`src/rtl/unid_pkg.sv`:
```
// Shared types and encodings for the multi-cycle control unit.
// States, opcodes, ALU codes and datapath mux selects.
package unid_pkg;

  typedef enum logic [3:0] {
    S_FETCH,
    S_DECODE,
    S_EXEC,
    S_WB,
    S_ADDR,
    S_MEM,
    S_MEMWB,
    S_BRANCH,
    S_JAL,
    S_ERROR
  } state_t;

  localparam logic [6:0] OP_R   = 7'd51;
  localparam logic [6:0] OP_LW  = 7'd3;
  localparam logic [6:0] OP_I   = 7'd19;
  localparam logic [6:0] OP_B   = 7'd99;
  localparam logic [6:0] OP_JAL = 7'd111;
  localparam logic [6:0] OP_SW  = 7'd35;
  localparam logic [6:0] OP_LUI = 7'd55;

  localparam logic [6:0] F7_BASE = 7'd0;
  localparam logic [6:0] F7_ALT  = 7'd32;

  localparam logic [3:0] ALU_ADD = 4'b0000;
  localparam logic [3:0] ALU_SUB = 4'b0001;
  localparam logic [3:0] ALU_AND = 4'b0010;
  localparam logic [3:0] ALU_OR  = 4'b0011;
  localparam logic [3:0] ALU_SLL = 4'b0100;
  localparam logic [3:0] ALU_SRL = 4'b0101;
  localparam logic [3:0] ALU_XOR = 4'b0110;

  localparam logic [1:0] SRCA_PC    = 2'd0;
  localparam logic [1:0] SRCA_RS1   = 2'd1;
  localparam logic [1:0] SRCA_OLDPC = 2'd2;
  localparam logic [1:0] SRCA_ZERO  = 2'd3;

  localparam logic [1:0] SRCB_RS2  = 2'd0;
  localparam logic [1:0] SRCB_FOUR = 2'd1;
  localparam logic [1:0] SRCB_IMM  = 2'd2;

  localparam logic [1:0] WB_ALUOUT = 2'd0;
  localparam logic [1:0] WB_MEM    = 2'd1;
  localparam logic [1:0] WB_PC     = 2'd2;
  localparam logic [1:0] WB_SLT    = 2'd3;

  typedef struct packed {
    logic       mem_req;
    logic       mem_we;
    logic       iord;
    logic       ir_write;
    logic       pc_write;
    logic       pc_src;
    logic       reg_write;
    logic [1:0] alu_src_a;
    logic [1:0] alu_src_b;
    logic [3:0] alu_op;
    logic [1:0] wb_sel;
    logic       instr_done;
    logic       illegal;
    logic       bus_error;
  } ctrl_t;

endpackage

```
`src/rtl/unid_controle_multiciclo_alu_dec.sv`:
```
// R-type funct3/funct7 to ALU operation decoder.
// Flags encodings the core does not implement.
module alu_dec
  import unid_pkg::*;
(
  input  logic [2:0] f3,
  input  logic [6:0] f7,
  output logic [3:0] alu_op,
  output logic       illegal
);

  // funct3 selects the operation; funct7 only splits add/sub
  always_comb begin
    alu_op  = ALU_ADD;
    illegal = 1'b0;
    unique case (f3)
      3'd0: begin
        if (f7 == F7_ALT) alu_op = ALU_SUB;
        else if (f7 != F7_BASE) illegal = 1'b1;
      end
      3'd1: alu_op = ALU_SLL;
      3'd2: alu_op = ALU_SUB;
      3'd3: illegal = 1'b1;
      3'd4: alu_op = ALU_XOR;
      3'd5: alu_op = ALU_SRL;
      3'd6: alu_op = ALU_OR;
      3'd7: alu_op = ALU_AND;
      default: illegal = 1'b1;
    endcase
  end

endmodule

```
`src/rtl/unid_controle_multiciclo.sv`:
```
// Multi-cycle control FSM for the shared-ALU, shared-memory core.
// Memory waits are bounded; overrunning the bound parks in ERROR.
module unid_controle_multiciclo
  import unid_pkg::*;
#(
  parameter int unsigned TIMEOUT = 255,
  parameter int unsigned CNT_W   = 16
) (
  input  logic       clk,
  input  logic       rst,
  input  logic [6:0] opcode,
  input  logic [2:0] f3,
  input  logic [6:0] f7,
  input  logic       zero,
  input  logic       neg,
  input  logic       mem_ready,
  output logic       mem_req,
  output logic       mem_we,
  output logic       iord,
  output logic       ir_write,
  output logic       pc_write,
  output logic       pc_src,
  output logic       reg_write,
  output logic [1:0] alu_src_a,
  output logic [1:0] alu_src_b,
  output logic [3:0] ALUOp,
  output logic [1:0] wb_sel,
  output logic       instr_done,
  output logic       illegal,
  output logic       bus_error
);

  localparam logic [CNT_W-1:0] TO = CNT_W'(TIMEOUT);

  state_t           state_q, state_d;
  logic [CNT_W-1:0] cnt_q, cnt_d, cnt_inc;
  logic [3:0]       r_op;
  logic             r_ill;
  logic             taken, br_ok;
  ctrl_t            c, co;

  alu_dec u_alu_dec (
    .f3      (f3),
    .f7      (f7),
    .alu_op  (r_op),
    .illegal (r_ill)
  );

  assign cnt_inc = cnt_q + CNT_W'(1);

  // Branch condition from funct3 and the ALU compare flags
  always_comb begin
    taken = 1'b0;
    br_ok = 1'b1;
    unique case (f3)
      3'd0: taken = zero;
      3'd1: taken = ~zero;
      3'd4: taken = neg;
      3'd5: taken = ~neg;
      default: br_ok = 1'b0;
    endcase
  end

  // Next state, wait counter and control word
  always_comb begin
    c       = '0;
    state_d = state_q;
    cnt_d   = '0;
    unique case (state_q)
      S_FETCH: begin
        c.mem_req   = 1'b1;
        c.alu_src_a = SRCA_PC;
        c.alu_src_b = SRCB_FOUR;
        c.alu_op    = ALU_ADD;
        if (mem_ready) begin
          c.ir_write = 1'b1;
          c.pc_write = 1'b1;
          state_d    = S_DECODE;
        end else if (cnt_inc == TO) begin
          state_d = S_ERROR;
        end else begin
          cnt_d = cnt_inc;
        end
      end
      S_DECODE: begin
        c.alu_src_a = SRCA_OLDPC;
        c.alu_src_b = SRCB_IMM;
        case (opcode)
          OP_R, OP_I, OP_LUI: state_d = S_EXEC;
          OP_LW, OP_SW:       state_d = S_ADDR;
          OP_B:               state_d = S_BRANCH;
          OP_JAL:             state_d = S_JAL;
          default: begin
            c.illegal = 1'b1;
            state_d   = S_FETCH;
          end
        endcase
      end
      S_EXEC: begin
        state_d = S_WB;
        if (opcode == OP_LUI) begin
          c.alu_src_a = SRCA_ZERO;
          c.alu_src_b = SRCB_IMM;
        end else if (opcode == OP_I) begin
          c.alu_src_a = SRCA_RS1;
          c.alu_src_b = SRCB_IMM;
        end else begin
          c.alu_src_a = SRCA_RS1;
          c.alu_src_b = SRCB_RS2;
          c.alu_op    = r_op;
          if (r_ill) begin
            c.illegal = 1'b1;
            state_d   = S_FETCH;
          end
        end
      end
      S_WB: begin
        c.reg_write  = 1'b1;
        c.wb_sel     = (opcode == OP_R && f3 == 3'd2)
                       ? WB_SLT : WB_ALUOUT;
        c.instr_done = 1'b1;
        state_d      = S_FETCH;
      end
      S_ADDR: begin
        c.alu_src_a = SRCA_RS1;
        c.alu_src_b = SRCB_IMM;
        if (opcode == OP_LW && f3 != 3'd2) begin
          c.illegal = 1'b1;
          state_d   = S_FETCH;
        end else begin
          state_d = S_MEM;
        end
      end
      S_MEM: begin
        c.mem_req = 1'b1;
        c.iord    = 1'b1;
        c.mem_we  = (opcode == OP_SW);
        if (mem_ready) begin
          if (opcode == OP_SW) begin
            c.instr_done = 1'b1;
            state_d      = S_FETCH;
          end else begin
            state_d = S_MEMWB;
          end
        end else if (cnt_inc == TO) begin
          state_d = S_ERROR;
        end else begin
          cnt_d = cnt_inc;
        end
      end
      S_MEMWB: begin
        c.reg_write  = 1'b1;
        c.wb_sel     = WB_MEM;
        c.instr_done = 1'b1;
        state_d      = S_FETCH;
      end
      S_BRANCH: begin
        c.alu_src_a = SRCA_RS1;
        c.alu_src_b = SRCB_RS2;
        c.alu_op    = ALU_SUB;
        if (br_ok) begin
          c.pc_write   = taken;
          c.pc_src     = taken;
          c.instr_done = 1'b1;
        end else begin
          c.illegal = 1'b1;
        end
        state_d = S_FETCH;
      end
      S_JAL: begin
        c.reg_write  = 1'b1;
        c.wb_sel     = WB_PC;
        c.pc_write   = 1'b1;
        c.pc_src     = 1'b1;
        c.instr_done = 1'b1;
        state_d      = S_FETCH;
      end
      S_ERROR: c.bus_error = 1'b1;
      default: state_d = S_FETCH;
    endcase
  end

  // Reset silences every output in the same cycle
  assign co = rst ? '0 : c;

  assign mem_req    = co.mem_req;
  assign mem_we     = co.mem_we;
  assign iord       = co.iord;
  assign ir_write   = co.ir_write;
  assign pc_write   = co.pc_write;
  assign pc_src     = co.pc_src;
  assign reg_write  = co.reg_write;
  assign alu_src_a  = co.alu_src_a;
  assign alu_src_b  = co.alu_src_b;
  assign ALUOp      = co.alu_op;
  assign wb_sel     = co.wb_sel;
  assign instr_done = co.instr_done;
  assign illegal    = co.illegal;
  assign bus_error  = co.bus_error;

  // State and wait counter registers
  always_ff @(posedge clk) begin
    if (rst) begin
      state_q <= S_FETCH;
      cnt_q   <= '0;
    end else begin
      state_q <= state_d;
      cnt_q   <= cnt_d;
    end
  end

endmodule

```
`config.mk`:
```
export PLATFORM = sky130hd
export DESIGN_NAME = unid_controle_multiciclo
export DESIGN_NICKNAME = d
export VERILOG_FILES = /design/src/rtl/unid_pkg.sv /design/src/rtl/unid_controle_multiciclo_alu_dec.sv /design/src/rtl/unid_controle_multiciclo.sv
export SDC_FILE = /design/constraint.sdc
export NUM_CORES = 1
export LEC_CHECK = 0
export BUFFER_PORTS_ARGS = -buffer_cell sky130_fd_sc_hd__buf_2
export CAP_MARGIN = 25
export CORE_ASPECT_RATIO = 1.2
export CORE_MARGIN = 5
export CORE_UTILIZATION = 54
export CTS_CLUSTER_DIAMETER = 80
export DETAILED_ROUTE_END_ITERATION = 8
export GPL_TIMING_DRIVEN = 0
export HOLD_SLACK_MARGIN = 0.08
export PLACE_DENSITY = 0.82
export SYNTH_ARGS = -nofsm -noshare
export SYNTH_HDL_FRONTEND = slang
export SYNTH_SLANG_ARGS = --single-unit
```
`constraint.sdc`:
```
create_clock -name clk -period 3.3 [get_ports clk]
set_clock_uncertainty 0.15 [all_clocks]
set_input_delay 0.33 -clock clk [delete_from_list [all_inputs] [get_ports clk]]
set_output_delay 0.33 -clock clk [all_outputs]
set_load 0.02 [all_outputs]
```
==> flow_summary.toml <==
[floorplan]
die_h_um = 73.87
die_area_um2 = 4670
die-width_um = 63.22
rows = 23
fp.coreArea_um2 = 3309
io_pins = 42
floorplan.initialDensity = 0.5546

[clock_tree]
postCtsSetupBuffers = 0
clkSlewWorstSetupHoldPaths_ns = 0.07
cts_tree = "built"
cts_hold_buf = 0
cts-htree-levels = 1
cts_made_buffers = 3
cts.sinks = 20
cts.root.buffer_cell = "clkbuf_8"
clockBufferDepth = 2
clock_latency_ns = 0.26
cts_repair_resize_count = 0

[timing]
fin_crit_sh = 0.8552
slew_viol_final = 0
worst_pin_slew_ns = 0.7938
maxSlewHeadroom = 0.4659
period_minus_slack_ns = 2.822
finalSetupViolCount = 0
rsz0062_at_grt = "no"
max_freq_mhz = 354.3
fin_setup_tns_ns = 0
finalHoldViolations = 0

[synthesis]
async_flop_share = 0
ys_seq_elements = 20
synth_flop_cell = "dfxtp_1"
synthTopCellsByArea = "dfxtp_1, nor2_1, xnor2_1, nor3_1, nand2_1"
avgSynthCellArea_um2 = 7.255
synthesis.area_um2 = 1836
syn-instance-count = 253
synthDistinctLibCells = 63
synth_edf_count = 0
yosys_warnings = 0
syn-num-nets = 277
synth_top_area_share = 0.2181
ys_seq_area_frac = 0.2181
synth_top_area_cell = "dfxtp_1"

[routing]
routed-via-count = 1993
viasPerCell = 6.003
routedWlPerCell_um = 13.92
drc = 0
postRouteAntennaNets = 0
drtIter0Drc = 216
wl_mm = 4.621
dr.pass1.iters = 4

[critical_path]
worstPathMaxFanout = 10
critPathArrivalTime_ns = 2.34
crit_path_start_kind = "flip-flop"
required_ns = 2.82
criticalPathCategory = "reg -> out"
cp-end-kind = "output pin"

[global_route]
grt_pass1_vias = 1933
grt_pass1_wl_mm = 8.135
grt_use_total = 0.2084
grt_max_degree = 13
antenna_found_initial = 0
grt_overflow = 0

[power_and_ir_drop]
p_leak_nw = 0.8276
ir_drop_mv = 0.2784
p_per_area_nw_per_um2 = 337.8
power_w = 0.0007240

[flow_run]
cap_viol_max_count = 0

[placed_design]
io_buffers = 38
dp_hpwl_mm = 3.560
gp_congestion = 0.9728

[final_layout]
final_common_cell = "buf_2"
syn2layout_area_growth_pct = 16.77
fillCellCount = 298
diodes = 0
drive_gt1_frac = 0.2000
fin_nets = 320
mostFrequentLayoutCells = "buf_2, nor2_1, dfxtp_1"

[hold_path]
hold_class = "in -> reg"

[status]
status = "finished clean"
==> logic make-up (layout without fill, tap and decap cells) <==
| kind of cell | after synthesis | in the layout | synth area share |
|---|---|---|---|
| AO/OA/AOI/OAI | 42 | 42 | 0.1629 |
| XOR/XNOR | 20 | 20 | 0.09543 |
| adder cells (fa/ha/maj) | 2 | 2 | 0.01363 |
| buffers and inverters | 23 | 65 | 0.05794 |
| flip-flops | 20 | 20 | 0.2181 |
| multiplexers | 2 | 2 | 0.01159 |
| other | 1 | 1 | 0.002043 |
| AND/OR/NAND/NOR | 143 | 143 | 0.4383 |
==> state kept, by name, summed over array words and instances, names as in the netlist <==
name     cells
cnt_q       16
state_q      4
==> synthesized netlist by cell type, types with 3 or more instances <==
cell	instances
nand3_1	7
o21ai_0	8
nor3b_1	4
nand2_1	19
and3_1	5
nor3_1	18
or3_1	5
nand4b_1	3
xnor2_1	13
and2_1	4
inv_1	7
nor2b_1	4
nor4_1	11
xor2_1	7
nand2b_1	6
a21oi_1	7
nand4_1	7
dfxtp_1	20
nor2_1	33
clkbuf_1	12
==> per-stage QoR <==
stage	instance area [um^2]	hold slack (ns)	setup slack, ns	cells	utilization
after global placement	2072	0.3982	0.7246	328	0.6261
after detailed placement	2072	0.4076	0.7029	328	0.6261
after floorplan	1836	0.3258	0.6512	253	-
after global routing	2143	0.2762	0.1143	332	0.6476
final	2143	0.2637	0.4778	332	0.6476
after CTS	2143	0.2569	0.4910	332	0.6476
==> final timing paths <==
path                                         startpoint                      end  slack (ns)  cells past startpoint
worst max-delay path            state_q[3]$_SDFFE_PP0P_                  illegal        0.48                      7
worst min-delay path                          mem_ready  state_q[2]$_SDFFE_PP0P_        0.26                      2
worst max register to register      cnt_q[1]$_SDFF_PP0_  state_q[2]$_SDFFE_PP0P_        0.66                      7
worst min register to register     cnt_q[12]$_SDFF_PP0_     cnt_q[12]$_SDFF_PP0_        0.42                      2
==> cell type report <==
type	count	area (um^2)	share of cell area
clock inverter	1	30.03	0.01401
tap	37	46.29	0.02160
clock buffer	3	41.29	0.01926
buffer	16	80.08	0.03736
multi-input combinational	210	1329	0.6200
sequential	20	400.4	0.1868
inverter	7	26.28	0.01226
timing repair buffer	38	190.2	0.08873
==> per-layer routing <==
metal | vias up | track usage | wire length [um]
met5 | - | 0 | 0
met4 | 0 | 0.09238 | 76
met3 | 10 | 0.03058 | 260
met2 | 65 | 0.4014 | 2458
met1 | 914 | 0.2230 | 1825
li1 | 1004 | - | -
==> critical path, stage by stage, from the launching register on <==
cell	delay, ns
dfxtp_1	0.36
clkbuf_1	0.23
nor4_1	0.65
nand4b_1	0.17
nand3_1	0.13
a22oi_1	0.09
nor4bb_1	0.25
buf_2	0.20
==> power by group <==
part | switching [W] | internal [W]
combinational | 0.000145 | 0.0000819
sequential | 0.00000422 | 0.000249
clock | 0.0000816 | 0.000162
total | 0.000231 | 0.000493
Note: power is estimated with default switching activity, not from simulation.
